## config.mk

```make
export PLATFORM = sky130hd
export DESIGN_NAME = oscan1_host_flat
export DESIGN_NICKNAME = d
export VERILOG_FILES = /design/src/rtl/oscan1_host_pkg.sv /design/src/rtl/oscan1_host_if.sv /design/src/rtl/oscan1_phase_timer.sv /design/src/rtl/oscan1_host.sv /design/src/flat_wrapper.sv
export SDC_FILE = /design/constraint.sdc
export NUM_CORES = 1
export LEC_CHECK = 0
export ABC_CLOCK_PERIOD_IN_PS = 2500
export BUFFER_PORTS_ARGS = -buffer_cell sky130_fd_sc_hd__buf_4
export CORE_MARGIN = 2
export CORE_UTILIZATION = 30
export DETAILED_ROUTE_END_ITERATION = 8
export PLACE_DENSITY = 0.5
export SKIP_LAST_GASP = 1
export SYNTH_ARGS = -nofsm -noshare
export SYNTH_HDL_FRONTEND = slang
export SYNTH_SLANG_ARGS = --single-unit
export TNS_END_PERCENT = 20
```

## constraint.sdc

```tcl
create_clock -name clk -period 2.5 [get_ports clk]
set_input_delay 0.25 -clock clk [delete_from_list [all_inputs] [get_ports clk]]
set_output_delay 0.25 -clock clk [all_outputs]
set_load 0.02 [all_outputs]
```

## src/rtl/oscan1_host_pkg.sv

```systemverilog
// Shared types and constants for the host-side OScan1 transmitter.
package oscan1_host_pkg;

    typedef enum logic [2:0] {
        ST_OFFLINE,
        ST_ESC,
        ST_OAC,
        ST_IDLE,
        ST_SLOT0,
        ST_SLOT1,
        ST_SLOT2,
        ST_RSP
    } state_t;

    // Activation code, transmitted LSB first
    localparam logic [11:0] ACT_CODE        = 12'b0000_1000_1100;
    localparam logic [3:0]  ESC_SEL_TOGGLES = 4'd6;
    localparam logic [3:0]  ESC_RST_TOGGLES = 4'd8;
    localparam logic [3:0]  OAC_BITS        = 4'd12;

    // Link is online while idle or while a bit-cycle packet is in flight
    function automatic logic is_online(state_t s);
        return (s == ST_IDLE) || (s == ST_SLOT0) || (s == ST_SLOT1) ||
               (s == ST_SLOT2) || (s == ST_RSP);
    endfunction

    // Busy covers everything except the two resting states
    function automatic logic is_busy(state_t s);
        return (s != ST_OFFLINE) && (s != ST_IDLE);
    endfunction

endpackage

```

## src/rtl/oscan1_host_if.sv

```systemverilog
// Bit-cycle command / TDO response channel between probe logic and the OScan1 host.
interface oscan1_host_if;

    logic cmd_valid;
    logic cmd_ready;
    logic cmd_tms;
    logic cmd_tdi;
    logic rsp_valid;
    logic rsp_tdo;

    modport master (
        output cmd_valid, cmd_tms, cmd_tdi,
        input  cmd_ready, rsp_valid, rsp_tdo
    );

    modport slave (
        input  cmd_valid, cmd_tms, cmd_tdi,
        output cmd_ready, rsp_valid, rsp_tdo
    );

endinterface

```

## src/rtl/oscan1_phase_timer.sv

```systemverilog
// Divides clk into TCKC half-periods: strobes the last clk of each half and
// tracks whether the current half is the low or the high one.
module oscan1_phase_timer #(
    parameter int CLK_DIV = 2
) (
    input  logic clk,
    input  logic rst,
    input  logic restart,
    output logic half_end,
    output logic high_phase
);

    localparam int CW = $clog2(CLK_DIV);
    localparam logic [CW-1:0] LAST = CW'(CLK_DIV - 1);

    logic [CW-1:0] cnt;

    assign half_end = (cnt == LAST);

    // Count clks within a half; a restart always lands at the start of a low half
    always_ff @(posedge clk) begin
        if (rst || restart) begin
            cnt        <= '0;
            high_phase <= 1'b0;
        end else if (half_end) begin
            cnt        <= '0;
            high_phase <= ~high_phase;
        end else begin
            cnt        <= cnt + CW'(1);
        end
    end

endmodule

```

## src/rtl/oscan1_host.sv

```systemverilog
// Host-side OScan1 transmitter: brings the cJTAG link online with an escape and
// activation code, then turns each TMS/TDI bit-cycle into a 3-slot packet and
// returns the TDO the target drives in the third slot.
module oscan1_host
    import oscan1_host_pkg::*;
#(
    parameter int CLK_DIV = 2
) (
    input  logic clk,
    input  logic rst,
    input  logic activate,
    input  logic deactivate,
    output logic active,
    output logic busy,
    oscan1_host_if.slave cmd_bus,
    output logic tckc,
    output logic tmsc_out,
    output logic tmsc_oen,
    input  logic tmsc_in
);

    state_t     state;
    logic [3:0] count;
    logic [3:0] esc_target;
    logic       tms_q;
    logic       half_end;
    logic       high_phase;
    logic       esc_done;
    logic       timer_restart;

    assign esc_done      = (state == ST_ESC) && half_end && (count == esc_target);
    assign timer_restart = (state == ST_OFFLINE) || (state == ST_IDLE) ||
                           (state == ST_RSP) || esc_done;

    oscan1_phase_timer #(.CLK_DIV(CLK_DIV)) u_timer (
        .clk        (clk),
        .rst        (rst),
        .restart    (timer_restart),
        .half_end   (half_end),
        .high_phase (high_phase)
    );

    assign active            = is_online(state);
    assign busy              = is_busy(state);
    assign cmd_bus.cmd_ready = (state == ST_IDLE) && !deactivate;

    // Link sequencer: escapes, activation code, packet slots and response pulse
    always_ff @(posedge clk) begin
        if (rst) begin
            state             <= ST_OFFLINE;
            count             <= '0;
            esc_target        <= ESC_SEL_TOGGLES;
            tms_q             <= 1'b0;
            tckc              <= 1'b0;
            tmsc_out          <= 1'b1;
            tmsc_oen          <= 1'b1;
            cmd_bus.rsp_valid <= 1'b0;
            cmd_bus.rsp_tdo   <= 1'b0;
        end else begin
            cmd_bus.rsp_valid <= 1'b0;
            case (state)
                ST_OFFLINE: begin
                    if (activate) begin
                        state      <= ST_ESC;
                        esc_target <= ESC_SEL_TOGGLES;
                        count      <= '0;
                        tckc       <= 1'b1;
                        tmsc_out   <= 1'b1;
                        tmsc_oen   <= 1'b1;
                    end
                end
                ST_ESC: begin
                    if (half_end) begin
                        if (count == esc_target) begin
                            tckc  <= 1'b0;
                            count <= '0;
                            if (esc_target == ESC_SEL_TOGGLES) begin
                                state    <= ST_OAC;
                                tmsc_out <= ACT_CODE[0];
                            end else begin
                                state    <= ST_OFFLINE;
                                tmsc_out <= 1'b1;
                            end
                        end else begin
                            count    <= count + 4'd1;
                            tmsc_out <= ~tmsc_out;
                        end
                    end
                end
                ST_OAC: begin
                    if (half_end) begin
                        if (!high_phase) begin
                            tckc <= 1'b1;
                        end else begin
                            tckc <= 1'b0;
                            if (count == OAC_BITS - 4'd1) begin
                                state <= ST_IDLE;
                            end else begin
                                count    <= count + 4'd1;
                                tmsc_out <= ACT_CODE[count + 4'd1];
                            end
                        end
                    end
                end
                ST_IDLE: begin
                    if (deactivate) begin
                        state      <= ST_ESC;
                        esc_target <= ESC_RST_TOGGLES;
                        count      <= '0;
                        tckc       <= 1'b1;
                        tmsc_out   <= 1'b1;
                        tmsc_oen   <= 1'b1;
                    end else if (cmd_bus.cmd_valid) begin
                        state    <= ST_SLOT0;
                        tms_q    <= cmd_bus.cmd_tms;
                        tmsc_out <= ~cmd_bus.cmd_tdi;
                        tmsc_oen <= 1'b1;
                    end
                end
                ST_SLOT0: begin
                    if (half_end) begin
                        if (!high_phase) begin
                            tckc <= 1'b1;
                        end else begin
                            tckc     <= 1'b0;
                            state    <= ST_SLOT1;
                            tmsc_out <= tms_q;
                        end
                    end
                end
                ST_SLOT1: begin
                    if (half_end) begin
                        if (!high_phase) begin
                            tckc <= 1'b1;
                        end else begin
                            tckc     <= 1'b0;
                            state    <= ST_SLOT2;
                            tmsc_oen <= 1'b0;
                        end
                    end
                end
                ST_SLOT2: begin
                    if (half_end) begin
                        if (!high_phase) begin
                            tckc <= 1'b1;
                        end else begin
                            tckc              <= 1'b0;
                            state             <= ST_RSP;
                            tmsc_oen          <= 1'b1;
                            cmd_bus.rsp_valid <= 1'b1;
                            cmd_bus.rsp_tdo   <= tmsc_in;
                        end
                    end
                end
                ST_RSP: begin
                    state <= ST_IDLE;
                end
                default: begin
                    state <= ST_OFFLINE;
                end
            endcase
        end
    end

endmodule
```

## src/flat_wrapper.sv

```systemverilog
// flat-port wrapper written by rule: the top's interface ports become plain ports
module oscan1_host_flat import oscan1_host_pkg::*;
#(
    parameter int CLK_DIV = 2
)
  (clk, rst, activate, deactivate, active, busy, tckc, tmsc_out, tmsc_oen, tmsc_in, cmd_bus_cmd_valid, cmd_bus_cmd_tms, cmd_bus_cmd_tdi, cmd_bus_cmd_ready, cmd_bus_rsp_valid, cmd_bus_rsp_tdo);
  oscan1_host_if cmd_bus_i ();
  input  logic clk;
  input  logic rst;
  input  logic activate;
  input  logic deactivate;
  output logic active;
  output logic busy;
  output logic tckc;
  output logic tmsc_out;
  output logic tmsc_oen;
  input  logic tmsc_in;
  input wire logic [$bits(cmd_bus_i.cmd_valid)-1:0] cmd_bus_cmd_valid;
  input wire logic [$bits(cmd_bus_i.cmd_tms)-1:0] cmd_bus_cmd_tms;
  input wire logic [$bits(cmd_bus_i.cmd_tdi)-1:0] cmd_bus_cmd_tdi;
  output wire logic [$bits(cmd_bus_i.cmd_ready)-1:0] cmd_bus_cmd_ready;
  output wire logic [$bits(cmd_bus_i.rsp_valid)-1:0] cmd_bus_rsp_valid;
  output wire logic [$bits(cmd_bus_i.rsp_tdo)-1:0] cmd_bus_rsp_tdo;
  assign cmd_bus_i.cmd_valid = cmd_bus_cmd_valid;
  assign cmd_bus_i.cmd_tms = cmd_bus_cmd_tms;
  assign cmd_bus_i.cmd_tdi = cmd_bus_cmd_tdi;
  assign cmd_bus_cmd_ready = cmd_bus_i.cmd_ready;
  assign cmd_bus_rsp_valid = cmd_bus_i.rsp_valid;
  assign cmd_bus_rsp_tdo = cmd_bus_i.rsp_tdo;
  oscan1_host #(.CLK_DIV(CLK_DIV)) u_core (.clk(clk), .rst(rst), .activate(activate), .deactivate(deactivate), .active(active), .busy(busy), .cmd_bus(cmd_bus_i), .tckc(tckc), .tmsc_out(tmsc_out), .tmsc_oen(tmsc_oen), .tmsc_in(tmsc_in));
endmodule
```

==> run metrics <==
post-DP HPWL 2.49 mm; critical path type register to primary output; internal power 671 uW; GRT Residual Overflow 0; I/O pin cnt 16; CP required 2250 ps; Sw Ratio 0.448; Reg clk slew, reported paths 80 ps; Worst path depth 3; CP max stage delay about 740 ps; pwr/cell area approximately 860 mW/mm2; Setup crit start kind register; total track usage 0.167; Starting Density 0.309; RSZ-0062 raised after global routing false; slew margin rel. 0.567; VDD IR-drop max ~0.33 mV; GPL Wtd Cong roughly 0.85; WHS Endpoint u_core.cmd_bus.rsp_tdo; setup violators final 0; Yosys top cell area share 0.278; share of cells above drive strength 1 0.166; htree depth 1; Primary FF master, synth dfxtp_1; # fillers slightly above 400; largest net degree at the start of global routing 23; Final Skew 6.22 ps; Clock Latency Late Sink 260 ps; r2r startpoint u_core.state[1]; critical path capture point type primary output; synthesized net count 168; Area contributors post-synth dfxtp_1 28%, nand2_1 5.8%, nor2_1 4.3%; TritonCTS clock tree yes; FF-to-FF End u_core.count[2]; Crit Path Max Fanout 22; Max Slew Vio Count 0; combinational share of power 0.490; die area about 0.0046 mm2; synthesized cell area between 0.001 and 0.0015 mm2; Inserted Diodes 0; Post-Route Setup TNS 0 ps; Synth Register Bits 17; Final Non-Filler Cells 219; vias in the first global route between 1k and 1.5k; Compound-Gate Fraction of Synth Area 0.276; worst hold slack 234 ps; total routed wirelength 3.36 mm; Final Hold Vio Count 0; die height 67.9 um; largest family of logic cells by synthesized area simple AND/OR/NAND/NOR gates; post-synthesis cell count about 160; async set or reset register ratio after synthesis 0; crit path max-delay cell type dfxtp_1; Synthesis Warnings 0; Max clock buf depth 2; simple-gate share of the synthesized area 0.298; Cells after DPL 215; Hold Crit Depth 3; first-pass GRT wire length ~5.7 mm; Final ANT Viol Nets 0; Post-Syn Area per Cell slightly below 8 um2; drt first pass iters 4; area of the core slightly below 0.004 mm2; NetSw ~540 uW; Post-synth EDFFs 0; Post-CTS Hold Buffers 0; Tcrit/Tclk final 0.846; R2R setup slack between 500 and 600 ps; I/O Buffers 15; Min-Delay Path Class input port to register; PostCTS Resize Cnt 0; Avg Vias per Cell 5.50; Worst path top cell family by delay flip-flops; Seq/Total Area, Yosys 0.278; Post-Synth XOR/XNOR Area 0.0214; row cnt 23; crit-path cells nand2_1 > nor3_1 > buf_4; Pleak approximately 0.54 nW; Post-CTS Setup Bufs 0; Syn-to-layout area delta 15.7%; power consumption between 1 and 1.5 mW; drt wl/cell about 15 um; buffers plus inverters on the worst setup path 1; CTS Buf Count 3; clock power share 0.183; mux contribution to synthesized area 0.0347; crit path DAT approximately 1900 ps; Die Wd ~68 um; Worst Max-Slew Pin Slew 649 ps; post-synthesis adder-cell area fraction 0.0367; Reg power frac 0.327; Clock Root Buffer clkbuf_8; Hold Crit Start tmsc_in; minimum clock period 2110 ps; DRT iter0 DRCs between 80 and 90; Worst Reg2Reg Path Length in Cells 5; DR vias roughly 1.2k; fmax approximately 0.47 GHz; Yosys cell types 51; drt drc 0; area leader, netlist dfxtp_1; clock sinks 17; initial antenna violation count 0; Max Cap Viol 0; status finished clean; Post-layout nets 181
-- final cells by class --
class	instances	area (um2)	area share
multi-input combinational	125	817	0.576
tap	50	62.6	0.0441
timing repair buffer	17	128	0.0899
inverter	6	22.5	0.0159
clock buffer	3	41.3	0.0291
clock inverter	1	7.51	0.00529
sequential	17	340	0.240
-- per-layer routing --
metal | part of all wire | vias to the layer above | wire (um) | global-route usage
li1 | - | 597 | - | -
met1 | 0.46 | 567 | 1540 | 0.224
met2 | 0.48 | 35 | 1610 | 0.269
met3 | 0.050 | 5 | 168 | 0.0362
met4 | 0.011 | 0 | 37 | 0.0450
met5 | 0 | - | 0 | 0
-- worst register-to-register path, stage by stage, from the launching register on --
cell      delay, ps
dfxtp_1         740
inv_1           260
or3_1           440
a21oi_2         220
nand3b_1        100
a21oi_1         140
-- synthesized netlist by cell type (4+ instances only) --
cell and n:
buf_2 4, nand2b_1 6, nor3_1 6, nor2b_1 4
o21ai_0 8, nor2_1 14, a21oi_1 10, dfxtp_1 17
inv_1 6, nand2_1 19, a22oi_1 4, clkbuf_1 4
-- stage by stage --
stage	util	area [um2]	setup slack, ps
6_report	0.357	1420	386
5_1_grt	0.357	1420	193
4_1_cts	0.357	1420	376
3_5_place_dp	0.345	1370	544
3_3_place_gp	0.345	1370	541
2_1_floorplan	-	1230	511
-- placed cells by master, fill, tap and decap left out, types with 4 or more instances in the layout --
master,synthesis,layout
dfxtp_1,17,17
nor3_1,6,6
a21oi_1,10,10
inv_1,6,6
a22oi_1,4,4
o21ai_0,8,8
nor2b_1,4,4
nor2_1,14,14
nand2b_1,6,6
buf_4,0,17
nand2_1,19,19
-- cell families after synthesis --
logic type               after synthesis
AO/OA/AOI/OAI                         47
XOR/XNOR                               3
adder cells (fa/ha/maj)                3
buffers and inverters                 15
flip-flops                            17
multiplexers                           4
AND/OR/NAND/NOR                       68
-- registers in the layout, summed over array words and instances, names as in the netlist --
signal and count:
u_core.cmd_bus.rsp_tdo 1, u_core.cmd_bus.rsp_valid 1, u_core.count 4, u_core.esc_target 2
u_core.state 3, u_core.tckc 1, u_core.tms_q 1, u_core.tmsc_oen 1
u_core.tmsc_out 1, u_core.u_timer.half_end 1, u_core.u_timer.high_phase 1
-- worst max path at each step --
stage | startpoint | to | slack, ps
global route | u_core.state[1] | cmd_bus_cmd_ready | 190
finish | u_core.state[1] | cmd_bus_cmd_ready | 390
CTS | u_core.state[1] | busy | 380
global placement | u_core.state[1] | u_core.tmsc_out | 540
floorplan | u_core.state[0] | u_core.tmsc_oen | 510
detailed placement | u_core.state[1] | u_core.tmsc_out | 540
-- power by group through the flow --
stage | Sequential, mW | Clock, mW | Combinational, mW
final | 0.397 | 0.223 | 0.596
after global routing | 0.405 | 0.238 | 0.662
after CTS | 0.395 | 0.229 | 0.594
after detailed placement | 0.401 | 0 | 0.591
after global placement | 0.402 | 0 | 0.592
after floorplan | 0.366 | 0 | 0.457
(Power assumes the default switching activity.)
